<file path="config.mk">
export PLATFORM = sky130hd
export DESIGN_NAME = pipe_stall_ctrl_flat
export DESIGN_NICKNAME = d
export VERILOG_FILES = /design/src/rtl/pipe_ctrl_pkg.sv /design/src/rtl/pipe_stall_ctrl_if.sv /design/src/rtl/hazard_detect.sv /design/src/rtl/pipe_stall_ctrl.sv /design/src/flat_wrapper.sv
export SDC_FILE = /design/constraint.sdc
export NUM_CORES = 1
export LEC_CHECK = 0
export CAP_MARGIN = 20
export CELL_PAD_IN_SITES_DETAIL_PLACEMENT = 0
export CELL_PAD_IN_SITES_GLOBAL_PLACEMENT = 1
export CORE_MARGIN = 1
export CORE_UTILIZATION = 37
export DETAILED_ROUTE_END_ITERATION = 6
export PLACE_DENSITY_LB_ADDON = 0.2
export RECOVER_POWER = 50
export SYNTH_ARGS = -nofsm -noshare
export SYNTH_HDL_FRONTEND = slang
export SYNTH_SLANG_ARGS = --single-unit
</file>
<file path="constraint.sdc">
create_clock -name clk -period 4.6 [get_ports clk]
set_input_delay 0.46 -clock clk [delete_from_list [all_inputs] [get_ports clk]]
set_output_delay 0.46 -clock clk [all_outputs]
set_load 0.05 [all_outputs]
</file>
<file path="src/rtl/pipe_ctrl_pkg.sv">
`default_nettype none
// ============================================================================
// Module   : pipe_ctrl_pkg
// Brief    : Shared types and constants for the pipeline stall controller.
// Revision : 1.0 - initial release
// ============================================================================
package pipe_ctrl_pkg;

  localparam int REG_W = 5;
  localparam logic [REG_W-1:0] REG_ZERO = 5'd0;

  typedef enum logic [1:0] {
    RUN      = 2'b00,
    MEM_WAIT = 2'b01,
    ERROR    = 2'b10
  } state_t;

  // Source hits a producer only when the producer actually writes back.
  function automatic logic reg_hit(input logic [REG_W-1:0] src,
                                   input logic [REG_W-1:0] dest,
                                   input logic             wb_en);
    return (src == dest) & wb_en;
  endfunction

endpackage
`default_nettype wire

</file>
<file path="src/rtl/pipe_stall_ctrl_if.sv">
`default_nettype none
// ============================================================================
// Module   : pipe_stall_ctrl_if
// Brief    : Pipeline-to-sequencer bundle: stage register info in, controls out.
// Revision : 1.0 - initial release
// ============================================================================
interface pipe_stall_ctrl_if
  import pipe_ctrl_pkg::*;
#(
  parameter int CNT_W = 16
) ();

  logic [REG_W-1:0] id_src1;
  logic [REG_W-1:0] id_src2;
  logic             id_src2_check;
  logic [REG_W-1:0] exe_dest;
  logic             exe_wb_en;
  logic             exe_mem_read;
  logic [REG_W-1:0] mem_dest;
  logic             mem_wb_en;
  logic             branch_taken;
  logic             mem_req;
  logic             mem_ready;

  logic             freeze_pc;
  logic             bubble_id;
  logic             flush;
  logic             hold_back;
  logic             mem_error;
  logic [CNT_W-1:0] hazard_cycles;

  modport master (
    output id_src1, id_src2, id_src2_check, exe_dest, exe_wb_en, exe_mem_read,
           mem_dest, mem_wb_en, branch_taken, mem_req, mem_ready,
    input  freeze_pc, bubble_id, flush, hold_back, mem_error, hazard_cycles
  );

  modport slave (
    input  id_src1, id_src2, id_src2_check, exe_dest, exe_wb_en, exe_mem_read,
           mem_dest, mem_wb_en, branch_taken, mem_req, mem_ready,
    output freeze_pc, bubble_id, flush, hold_back, mem_error, hazard_cycles
  );

endinterface
`default_nettype wire

</file>
<file path="src/rtl/hazard_detect.sv">
`default_nettype none
// ============================================================================
// Module   : hazard_detect
// Brief    : Combinational RAW hazard check of ID sources against EXE/MEM dests.
//            PIPE_FORWARDING_EN reduces the check to EXE load-use only.
// Revision : 1.0 - initial release
// ============================================================================
module hazard_detect
  import pipe_ctrl_pkg::*;
(
  input  logic [REG_W-1:0] id_src1,
  input  logic [REG_W-1:0] id_src2,
  input  logic             id_src2_check,
  input  logic [REG_W-1:0] exe_dest,
  input  logic             exe_wb_en,
  input  logic             exe_mem_read,
  input  logic [REG_W-1:0] mem_dest,
  input  logic             mem_wb_en,
  output logic             hazard
);

`ifdef PIPE_FORWARDING_EN
  // ALU results are forwarded; only a load in EXE cannot be bypassed in time.
  logic w_exe_load;
  logic w_unused_mem;

  assign w_exe_load   = exe_mem_read & exe_wb_en & (exe_dest != REG_ZERO);
  assign hazard       = w_exe_load &
                        ((id_src1 == exe_dest) | (id_src2_check & (id_src2 == exe_dest)));
  assign w_unused_mem = ^{mem_dest, mem_wb_en};
`else
  logic w_match1;
  logic w_match2;
  logic w_unused_load;

  assign w_match1 = (id_src1 != REG_ZERO) &
                    (reg_hit(id_src1, exe_dest, exe_wb_en) | reg_hit(id_src1, mem_dest, mem_wb_en));
  assign w_match2 = id_src2_check & (id_src2 != REG_ZERO) &
                    (reg_hit(id_src2, exe_dest, exe_wb_en) | reg_hit(id_src2, mem_dest, mem_wb_en));
  assign hazard        = w_match1 | w_match2;
  assign w_unused_load = exe_mem_read;
`endif

endmodule
`default_nettype wire

</file>
<file path="src/rtl/pipe_stall_ctrl.sv">
`default_nettype none
// ============================================================================
// Module   : pipe_stall_ctrl
// Brief    : 5-stage pipeline sequencer: RAW stall, branch flush, memory hold
//            with timeout watchdog, saturating hazard-cycle counter.
//            Optional macro: PIPE_FORWARDING_EN (load-use-only hazards).
// Revision : 1.0 - initial release
// ============================================================================
module pipe_stall_ctrl
  import pipe_ctrl_pkg::*;
#(
  parameter int MEM_TIMEOUT = 64,
  parameter int CNT_W       = 16
) (
  input  logic             clk,
  input  logic             rst,
  pipe_stall_ctrl_if.slave bus
);

  localparam int                  c_WAIT_W    = $clog2(MEM_TIMEOUT);
  localparam logic [c_WAIT_W-1:0] c_WAIT_LAST = c_WAIT_W'(MEM_TIMEOUT - 1);
  localparam logic [CNT_W-1:0]    c_CNT_MAX   = {CNT_W{1'b1}};

  state_t              r_state;
  logic [c_WAIT_W-1:0] r_wait_cnt;
  logic                r_mem_error;
  logic [CNT_W-1:0]    r_hazard_cycles;

  logic w_hazard;
  logic w_mem_stall;
  logic w_freeze_pc;
  logic w_bubble_id;
  logic w_flush;
  logic w_hold_back;
  logic w_count;

  hazard_detect u_hazard_detect (
    .id_src1       (bus.id_src1),
    .id_src2       (bus.id_src2),
    .id_src2_check (bus.id_src2_check),
    .exe_dest      (bus.exe_dest),
    .exe_wb_en     (bus.exe_wb_en),
    .exe_mem_read  (bus.exe_mem_read),
    .mem_dest      (bus.mem_dest),
    .mem_wb_en     (bus.mem_wb_en),
    .hazard        (w_hazard)
  );

  // Once waiting, only mem_ready matters; the request is already latched downstream.
  assign w_mem_stall = !bus.mem_ready & ((r_state == MEM_WAIT) | bus.mem_req);

  always_comb begin
    w_freeze_pc = 1'b0;
    w_bubble_id = 1'b0;
    w_flush     = 1'b0;
    w_hold_back = 1'b0;
    case (r_state)
      RUN, MEM_WAIT: begin
        if (w_mem_stall) begin
          w_hold_back = 1'b1;
          w_freeze_pc = 1'b1;
        end else if (bus.branch_taken) begin
          w_flush = 1'b1;
        end else if (w_hazard) begin
          w_freeze_pc = 1'b1;
          w_bubble_id = 1'b1;
        end
      end
      ERROR: begin
        w_freeze_pc = 1'b1;
        w_hold_back = 1'b1;
        w_bubble_id = 1'b1;
      end
      default: ;
    endcase
    if (!rst) begin
      w_freeze_pc = 1'b0;
      w_bubble_id = 1'b0;
      w_flush     = 1'b0;
      w_hold_back = 1'b0;
    end
  end

  // The ERROR bubble is a fault hold, not a hazard stall.
  assign w_count = w_bubble_id & (r_state != ERROR);

  always_ff @(posedge clk or negedge rst) begin
    if (!rst) begin
      r_state         <= RUN;
      r_wait_cnt      <= '0;
      r_mem_error     <= 1'b0;
      r_hazard_cycles <= '0;
    end else begin
      if (w_count && (r_hazard_cycles != c_CNT_MAX)) begin
        r_hazard_cycles <= r_hazard_cycles + CNT_W'(1);
      end
      case (r_state)
        RUN: begin
          if (w_mem_stall) begin
            r_state    <= MEM_WAIT;
            r_wait_cnt <= '0;
          end
        end
        MEM_WAIT: begin
          if (bus.mem_ready) begin
            r_state    <= RUN;
            r_wait_cnt <= '0;
          end else if (r_wait_cnt == c_WAIT_LAST) begin
            r_state     <= ERROR;
            r_mem_error <= 1'b1;
          end else begin
            r_wait_cnt <= r_wait_cnt + c_WAIT_W'(1);
          end
        end
        ERROR: ;
        default: r_state <= RUN;
      endcase
    end
  end

  assign bus.freeze_pc     = w_freeze_pc;
  assign bus.bubble_id     = w_bubble_id;
  assign bus.flush         = w_flush;
  assign bus.hold_back     = w_hold_back;
  assign bus.mem_error     = r_mem_error;
  assign bus.hazard_cycles = r_hazard_cycles;

endmodule
`default_nettype wire

</file>
<file path="src/flat_wrapper.sv">
// flat-port wrapper written by rule: the top's interface ports become plain ports
module pipe_stall_ctrl_flat import pipe_ctrl_pkg::*;
#(
  parameter int MEM_TIMEOUT = 64,
  parameter int CNT_W       = 16
)
  (clk, rst, bus_id_src1, bus_id_src2, bus_id_src2_check, bus_exe_dest, bus_exe_wb_en, bus_exe_mem_read, bus_mem_dest, bus_mem_wb_en, bus_branch_taken, bus_mem_req, bus_mem_ready, bus_freeze_pc, bus_bubble_id, bus_flush, bus_hold_back, bus_mem_error, bus_hazard_cycles);
  pipe_stall_ctrl_if #(.CNT_W(CNT_W)) bus_i ();
  input  logic clk;
  input  logic rst;
  input wire logic [$bits(bus_i.id_src1)-1:0] bus_id_src1;
  input wire logic [$bits(bus_i.id_src2)-1:0] bus_id_src2;
  input wire logic [$bits(bus_i.id_src2_check)-1:0] bus_id_src2_check;
  input wire logic [$bits(bus_i.exe_dest)-1:0] bus_exe_dest;
  input wire logic [$bits(bus_i.exe_wb_en)-1:0] bus_exe_wb_en;
  input wire logic [$bits(bus_i.exe_mem_read)-1:0] bus_exe_mem_read;
  input wire logic [$bits(bus_i.mem_dest)-1:0] bus_mem_dest;
  input wire logic [$bits(bus_i.mem_wb_en)-1:0] bus_mem_wb_en;
  input wire logic [$bits(bus_i.branch_taken)-1:0] bus_branch_taken;
  input wire logic [$bits(bus_i.mem_req)-1:0] bus_mem_req;
  input wire logic [$bits(bus_i.mem_ready)-1:0] bus_mem_ready;
  output wire logic [$bits(bus_i.freeze_pc)-1:0] bus_freeze_pc;
  output wire logic [$bits(bus_i.bubble_id)-1:0] bus_bubble_id;
  output wire logic [$bits(bus_i.flush)-1:0] bus_flush;
  output wire logic [$bits(bus_i.hold_back)-1:0] bus_hold_back;
  output wire logic [$bits(bus_i.mem_error)-1:0] bus_mem_error;
  output wire logic [$bits(bus_i.hazard_cycles)-1:0] bus_hazard_cycles;
  assign bus_i.id_src1 = bus_id_src1;
  assign bus_i.id_src2 = bus_id_src2;
  assign bus_i.id_src2_check = bus_id_src2_check;
  assign bus_i.exe_dest = bus_exe_dest;
  assign bus_i.exe_wb_en = bus_exe_wb_en;
  assign bus_i.exe_mem_read = bus_exe_mem_read;
  assign bus_i.mem_dest = bus_mem_dest;
  assign bus_i.mem_wb_en = bus_mem_wb_en;
  assign bus_i.branch_taken = bus_branch_taken;
  assign bus_i.mem_req = bus_mem_req;
  assign bus_i.mem_ready = bus_mem_ready;
  assign bus_freeze_pc = bus_i.freeze_pc;
  assign bus_bubble_id = bus_i.bubble_id;
  assign bus_flush = bus_i.flush;
  assign bus_hold_back = bus_i.hold_back;
  assign bus_mem_error = bus_i.mem_error;
  assign bus_hazard_cycles = bus_i.hazard_cycles;
  pipe_stall_ctrl #(.MEM_TIMEOUT(MEM_TIMEOUT), .CNT_W(CNT_W)) u_core (.clk(clk), .rst(rst), .bus(bus_i));
endmodule
</file>
==> run metrics, run 1 <==
setup TNS=0 ps; initial drt markers=between 50 and 60; number of synthesized flops with an enable pin=0; Core ar.=4000 sq um; die width=66.7 um; count leader, synth=xnor2_1; Synth area leader=dfrtp_1; required time worst endpoint=4140 ps; FF-to-FF Start=u_core.bus.hazard_cycles[3]; first-pass GRT wire length=5.64 mm; TritonCTS Buffers=3; Tmin final=3310 ps; Starting Density=38.8%; Antenna diodes=0; FF-to-FF End=u_core.bus.hazard_cycles[9]; max layer used=met4; Hold Crit Start=u_core.bus.mem_error; vias in the first global route=around 1.3k; share of cells above drive strength 1=7.88%; hold slack=496 ps; maximum vdd drop=around 0.24 mV; CTS tree=built; DRC=0; Layout area overhead=35.6%; worst slew pin tran=~790 ps; fmax=302 MHz; CTS Sinks=25; final antenna-violating net count=0; fin crit share=roughly 72%; Post-CTS Repair Setup Buffers=0; setup violators final=0; clock skew=between 7 and 8 ps; Seq/Total Area, Yosys=40.4%; Cells after Synth=approximately 160; post-synth design cell area=1550 sq um; startpoint types=primary input; CP arrival=between 2000 and 3000 ps; R2R Setup Slk=2140 ps; DR vias/cell=4.99; synth cell count leaders=xnor2_1, dfrtp_1, nand2_1, nand4_1, nor2_1; Total Nets Final=roughly 240; PortBufs=48; worst slew margin relative to its limit=47.5%; Hold-fix buffers, CTS=0; max-slew violations=0; CTS-repair resized insts=0; Clock Latency Late Sink=270 ps; status=finished clean; Post-Syn Area per Cell=~10 sq um; routed len/inst=13.3 um; syn_nets=186; PwrDens=~240 nW/um^2; die area=roughly 4500 sq um; CTS clk-pin slew, worst paths=80 ps; largest net degree at the start of global routing=18; synth top area cells=dfrtp_1, xnor2_1, nand3_2; post-synthesis register bit count=25; Overflow after GRT=0; M1 WL=1.46 mm; crit path capture type=primary output; met3 WL post-DR=116 um; DP HPWL=~2.7 mm; drt pass-1 iters=4; routed wl met2=between 1.5 and 2 mm; crit-path max FO=3; GR Util All Layers=16.7%; post-synth top area share=40.4%; Final Routed Wirelength=3.38 mm; root buffer cell=clkbuf_8; endpoint of the worst hold path=u_core.bus.mem_error; asr flop ratio synth=100%; P_leak=~0.85 nW; post-synth cell types=34; Yosys Warn Count=0; RSZ-0062 raised after global routing=no; H-tree depth=1; num ports=50; initial antenna violation count=0; Hold Fails Final Rpt=0; routed vias=1262; max_cap viols=0; Crit Path Class=in -> out; Final Wtd Congestion=0.789; dominant synthesized flop cell=dfrtp_1; Worst Hold Class=reg -> reg; R2R cell count=7; Worst Hold Depth=1; Clock Tree Buf Depth=2; # rows=23; Die Ht=approximately 67 um
critical path, cell delays in order:
cell             delay [ps]
clkdlybuf4s50_1         480
or4_1                   560
nor2_1                  150
nor3b_1                  70
a22oi_2                 200
o21bai_1                140
a21boi_1                 80
clkdlybuf4s50_1         700
power breakdown:
part	switching [W]	internal [W]	leakage, nW	total, W
sequential	0.0000111	0.000229	0.345	0.000240
clock	0.0000709	0.0000614	0.0217	0.000132
combinational	0.0000647	0.0000574	0.482	0.000122
total	0.000147	0.000348	0.849	0.000495
worst max-delay path by stage:
| stage | startpoint | endpoint | slack, ps |
|---|---|---|---|
| global placement | bus_id_src2[1] | bus_bubble_id | 1330 |
| CTS | bus_id_src2[1] | bus_bubble_id | 1320 |
| global route | rst | u_core.bus.hazard_cycles[9] | 1170 |
| finish | bus_id_src2[1] | bus_bubble_id | 1290 |
| floorplan | bus_id_src1[0] | bus_bubble_id | 2230 |
| detailed placement | bus_id_src2[1] | bus_bubble_id | 1320 |
state kept, by name, summed over array words and instances (netlist names):
signal / cells
u_core.bus.mem_error: 1
u_core.r_wait_cnt: 6
u_core.r_state: 2
u_core.bus.hazard_cycles: 16
per-layer routing:
metal	vias to the layer above	global-route usage, %
li1	634	-
met1	592	19.8
met2	30	29.3
met3	6	3.42
met4	0	6.12
met5	-	0
final cells by class:
class,instances,area [sq um]
inverters,3,11.3
fillers,360,1900
well taps,50,62.6
flip-flops and latches,25,626
repair buffers,49,484
multi-input cells,122,870
clock buffers,3,41.3
clock inverters,1,7.51
logic make-up (layout without fill, tap and decap cells):
logic type / Yosys count / after routing / share of synthesized area (%)
compound gates: 15 / 15 / 6.30
xor+xnor: 39 / 39 / 22.0
fa+ha+maj: 2 / 2 / 1.61
buf+inv: 8 / 56 / 3.55
flops: 25 / 25 / 40.4
mux: 2 / 2 / 1.61
simple gates: 64 / 64 / 24.5
placed cells by master (no fill, tap or decap), types with 4 or more instances in the layout:
cell	n
clkdlybuf4s50_1	43
xnor2_1	35
dfrtp_1	25
nand2_1	12
nor2_1	11
nand4_1	11
and3_1	7
nand3_2	7
dlygate4sd3_1	5
a21oi_1	4
xor2_1	4
stage by stage:
step	total power [W]	util, %	setup slack, ps	cell area (sq um)	std cells
finish	0.000495	52.5	1290	2100	253
global route	0.000523	52.5	1170	2100	253
CTS	0.000503	52.6	1320	2110	253
detailed placement	0.000368	51.4	1320	2060	249
global placement	0.000365	51.4	1330	2060	249
floorplan	0.000309	-	2230	1550	155
Power figures use the tool's default switching activity.
==> run 2: changes to the inputs <==
Settings changed: CORE_UTILIZATION 37 to 34.
Clock period 4.6 ns to 3.1 ns, I/O delays scaled along.
==> run metrics, run 2 (synthesis results as in run 1) <==
status=finished clean (unchanged); share of cells above drive strength 1=10.3% (was 7.88%); maximum vdd drop=0.155 mV (was 0.241 mV); setup violators final=0 (unchanged); final antenna-violating net count=0 (unchanged); required time worst endpoint=3260 ps (was 4140 ps); initial drt markers=30 (was 51); cell family with most CP delay=simple AND/OR/NAND/NOR gates (was buffers and inverters); # fillers=394 (was 360); CTS clk-pin slew, worst paths=90 ps (was 80 ps); routed vias=1311 (was 1262); Final Wtd Congestion=0.956 (was 0.789); slowest stage delay, CP=800 ps (was 700 ps); Overflow after GRT=0 (unchanged); DR vias/cell=5.14 (was 4.99); Antenna diodes=0 (unchanged); endpoint of the worst hold path=u_core.bus.hazard_cycles[5] (was u_core.bus.mem_error); Post-CTS Repair Setup Buffers=0 (unchanged); fmax=between 300 and 400 MHz; R2R Setup Slk=630 ps (was 2140 ps); CTS Sinks=25 (unchanged); PortBufs=48 (unchanged); Worst Hold Depth=1 (unchanged); Cell Chain, Critical Path=clkdlybuf4s50_1 -> xnor2_1 -> nand4_1 -> o22ai_1 -> a22oi_2 -> and4b_1 -> nand4_1 -> xnor2_1 (was clkdlybuf4s50_1 -> or4_1 -> nor2_1 -> nor3b_1 -> a22oi_2 -> o21bai_1 -> a21boi_1 -> clkdlybuf4s50_1); Starting Density=35.6% (was 38.8%); CTS-repair resized insts=0 (unchanged); max_cap viols=0 (unchanged); fin crit share=roughly 83%; startpoint types=primary input (unchanged); RSZ-0062 raised after global routing=no (unchanged); Core ar.=4350 sq um (was 4000 sq um); largest net degree at the start of global routing=29 (was 18); crit path buf inv count=1 (was 2); max reg flops=16 (unchanged); most frequent cells in the layout=clkdlybuf4s50_1, xnor2_1, dfrtp_1, nand2_1 (unchanged); Final Routed Wirelength=3.48 mm (was 3.38 mm); first-pass GRT wire length=5.62 mm (was 5.64 mm); # rows=24 (was 23); R2R cell count=7 (unchanged); initial antenna violation count=0 (unchanged); GR Util All Layers=14.7% (was 16.7%); hold slack=494 ps (was 496 ps); max-slew violations=0 (unchanged); Crit Path Class=in -> reg (was in -> out); FF/Latch Area=626 sq um (unchanged); die width=69.5 um (was 66.7 um); worst slew margin relative to its limit=46.4% (was 47.5%); Worst Hold Class=reg -> reg (unchanged); vias in the first global route=1238 (was 1282); P_leak=0.877 nW (was 0.849 nW); Tmin final=2580 ps; num ports=50 (unchanged); FF-to-FF Start=u_core.bus.hazard_cycles[4] (was u_core.bus.hazard_cycles[3]); PwrDens=347 nW/um^2 (was 235 nW/um^2); crit-path max FO=16 (was 3); Hold Fails Final Rpt=0 (unchanged); Worst path slowest cell=and4b_1 (was clkdlybuf4s50_1); worst slew pin tran=803 ps (was 787 ps); Layout area overhead=37.0% (was 35.6%); Clock Latency Late Sink=270 ps (about the same); Total Nets Final=235 (unchanged); Hold-fix buffers, CTS=0 (unchanged); clock skew=6.83 ps (was 7.77 ps); Clock Tree Buf Depth=2 (unchanged); setup TNS=0 ps (unchanged); die area=4830 sq um (was 4450 sq um); H-tree depth=1 (unchanged); CP arrival=2740 ps (was 2850 ps); DRC=0 (unchanged); FF-to-FF End=u_core.bus.hazard_cycles[7] (was u_core.bus.hazard_cycles[9]); Multi-input gate area=870 sq um (unchanged); routed len/inst=13.6 um (was 13.3 um); crit path capture type=register (was primary output); Hold Crit Start=u_core.bus.hazard_cycles[5] (was u_core.bus.mem_error); Die Ht=69.5 um (was 66.7 um); DP HPWL=2.78 mm (was 2.71 mm); drt pass-1 iters=4 (unchanged); commonest non-fill, non-tap cell in the layout=clkdlybuf4s50_1 (unchanged); TritonCTS Buffers=3 (unchanged); CTS tree=built (unchanged); root buffer cell=clkbuf_8 (unchanged)
## run 2: metal layers
layer	global-route usage, %	vias up	routed length, um
li1	-	638	-
met1	18.0	627	1530
met2	25.4	40	1700
met3	1.89	6	155
met4	7.48	0	93
met5	0	-	0
## run 2: power breakdown
group	switching (W)	total [W]	leakage [nW]	internal [W]
registers	0.0000157	0.000356	0.345	0.000340
logic	0.0000979	0.000187	0.511	0.0000889
clock network	0.000104	0.000195	0.0217	0.0000909
## run 2: layout make-up
cell class | instances | area share [%]
Sequential cell | 25 | 29.5
Inverter | 3 | 0.530
Tap cell | 52 | 3.06
Clock inverter | 1 | 0.354
Clock buffer | 3 | 1.94
Timing Repair Buffer | 49 | 23.7
Multi-Input combinational cell | 122 | 41.0
## run 2: per-stage QoR
step                cell area [sq um]  instances  setup WS (ps)  power, W  utilization (%)
floorplan                        1550        155            829  0.000459                -
CTS                              2120        255            506  0.000746             48.8
detailed placement               2070        251            244  0.000552             47.6
finish                           2120        255            517  0.000738             48.8
global placement                 2070        251            293  0.000546             47.6
global route                     2120        255            319  0.000779             48.8
## run 2: worst max path at each step
stage                                startpoint                            to  slack, ps  depth (start not counted)
global route                     bus_id_src1[4]  u_core.bus.hazard_cycles[13]        320                          8
finish                           bus_id_src1[4]   u_core.bus.hazard_cycles[7]        520                          8
floorplan           u_core.bus.hazard_cycles[3]   u_core.bus.hazard_cycles[0]        830                          8
detailed placement               bus_id_src1[4]   u_core.bus.hazard_cycles[7]        240                          8
CTS                              bus_id_src1[4]   u_core.bus.hazard_cycles[7]        510                          8
global placement                 bus_id_src1[4]  u_core.bus.hazard_cycles[13]        290                          8
==> run 3: changes to the inputs <==
Settings changed: CORE_UTILIZATION 34 to 31.
Clock period 3.1 ns to 2.1 ns, I/O delays scaled along.
==> run metrics, run 3 (synthesis results as in run 1) <==
status=finished clean (unchanged); # rows=25 (was 24); max-slew violations=0 (unchanged); met3 usage=1.66% (was 1.89%); routed vias=1364 (was 1311); routed len/inst=12.6 um (was 13.6 um); commonest non-fill, non-tap cell in the layout=xnor2_1 (was clkdlybuf4s50_1); crit path buf inv count=3 (was 1); GR Util All Layers=14.7% (about the same); met2 Use GR=26.1% (was 25.4%); share of cells above drive strength 1=22.0% (was 10.3%); maximum vdd drop=0.272 mV (was 0.155 mV); Final Wtd Congestion=1.01 (was 0.956); max reg flops=16 (unchanged); fin crit share=94.8%; CTS Sinks=25 (unchanged); cell family with most CP delay=simple AND/OR/NAND/NOR gates (unchanged); Post-Route Utilization=49.3% (was 48.8%); Overflow after GRT=0 (unchanged); die area=5290 sq um (was 4830 sq um); Tmin final=1990 ps; Layout area overhead=51.3% (was 37.0%); Clock Latency Late Sink=270 ps (about the same); Clock Tree Buf Depth=2 (unchanged); Antenna diodes=0 (unchanged); initial drt markers=46 (was 30); H-tree depth=1 (unchanged); crit-path max FO=2 (was 16); Crit Path Class=in -> out (was in -> reg); clock skew=13.5 ps (was 6.83 ps); CTS tree=built (unchanged); DR vias/cell=4.70 (was 5.14); required time worst endpoint=1890 ps (was 3260 ps); gr busiest metal=met2 (unchanged); Core ar.=4750 sq um (was 4350 sq um); Starting Density=32.6% (was 35.6%); RSZ-0062 raised after global routing=no (unchanged); worst slew margin relative to its limit=30.9% (was 46.4%); Final Routed Wirelength=3.65 mm (was 3.48 mm); first-pass GRT wire length=6.09 mm (was 5.62 mm); crit path capture type=primary output (was register); most frequent cells in the layout=xnor2_1, dfrtp_1, dlygate4sd2_1, clkdlybuf4s50_1, buf_4 (was clkdlybuf4s50_1, xnor2_1, dfrtp_1, nand2_1); initial antenna violation count=0 (unchanged); PortBufs=48 (unchanged); DP HPWL=3.00 mm (was 2.78 mm); Hold Fails Final Rpt=0 (unchanged); Die Ht=72.7 um (was 69.5 um); vias in the first global route=1393 (was 1238); setup violators final=0 (unchanged); CTS clk-pin slew, worst paths=80 ps (was 90 ps); setup TNS=0 ps (unchanged); # fillers=479 (was 394); fmax=about 500 MHz; CP arrival=1780 ps (was 2740 ps); max_cap viols=0 (unchanged); root buffer cell=clkbuf_8 (unchanged); DRC=0 (unchanged); drt pass-1 iters=4 (unchanged); Total Nets Final=255 (was 235); grt met1 use=18.2% (was 18.0%); slowest stage delay, CP=520 ps (was 800 ps); worst slew pin tran=1040 ps (was 803 ps); P_leak=1.03 nW (was 0.877 nW); PwrDens=473 nW/um^2 (was 347 nW/um^2); die width=72.7 um (was 69.5 um); largest net degree at the start of global routing=21 (was 29); num ports=50 (unchanged); final antenna-violating net count=0 (unchanged); Worst Hold Class=reg -> reg (unchanged); startpoint types=primary input (unchanged); TritonCTS Buffers=3 (unchanged); Worst path slowest cell=or4_1 (was and4b_1); Cell Chain, Critical Path=dlygate4sd2_1 -> or4_1 -> nor2_1 -> nor3b_1 -> a22oi_2 -> buf_4 -> o21bai_1 -> a21boi_2 -> buf_12 (was clkdlybuf4s50_1 -> xnor2_1 -> nand4_1 -> o22ai_1 -> a22oi_2 -> and4b_1 -> nand4_1 -> xnor2_1)
[run 3: what timing repair did]
action	in CTS	in global routing
setup buffers	0	1
pin swaps	10	6
hold buffers	0	0
setup endpoints to repair	1	13
gates resized for setup	24	7
[run 3: metal layers]
layer | part of all wire [%] | vias up | wire length, um
met2 | 49 | 48 | 1810
met3 | 3.8 | 8 | 138
met5 | 0 | - | 0
li1 | - | 681 | -
met1 | 44 | 627 | 1620
met4 | 2.3 | 0 | 83
[run 3: final timing paths]
check	start	to	slack, ps	cells after the start
setup / recovery	bus_id_src2[2]	bus_bubble_id	110	9
hold / removal	u_core.bus.mem_error	u_core.bus.mem_error	480	1
setup reg to reg	u_core.bus.hazard_cycles[5]	u_core.bus.hazard_cycles[9]	140	8
hold reg to reg	u_core.bus.mem_error	u_core.bus.mem_error	480	1
max in group asynchronous	rst	u_core.bus.hazard_cycles[4]	650	2
min in group asynchronous	rst	u_core.r_state[1]	490	2
[run 3: through the flow]
step / cells / setup slack [ps] / total power, W / hold WS [ps] / instance area [sq um]
4_1_cts: 289 / 6.78 / 0.00113 / 359 / 2330
3_3_place_gp: 285 / -181 / 0.000831 / 467 / 2260
5_1_grt: 290 / 0.173 / 0.00117 / 509 / 2350
2_1_floorplan: 155 / 2.79 / 0.000677 / -85.6 / 1550
3_5_place_dp: 285 / -220 / 0.000838 / 462 / 2260
6_report: 290 / 109 / 0.00111 / 482 / 2350
[run 3: where the power goes]
group	internal, W	switching (W)	total [W]
logic	0.000139	0.000154	0.000292
clock network	0.000134	0.000156	0.000290
registers	0.000502	0.0000244	0.000527
[run 3: cell type report]
class / instances / area [sq um] / area share (%)
Timing Repair Buffer: 69 / 661 / 28.2
Clock inverter: 1 / 7.51 / 0.320
Inverter: 3 / 11.3 / 0.480
Multi-Input combinational cell: 122 / 912 / 38.9
Clock buffer: 3 / 41.3 / 1.76
Tap cell: 67 / 83.8 / 3.57
Sequential cell: 25 / 629 / 26.8
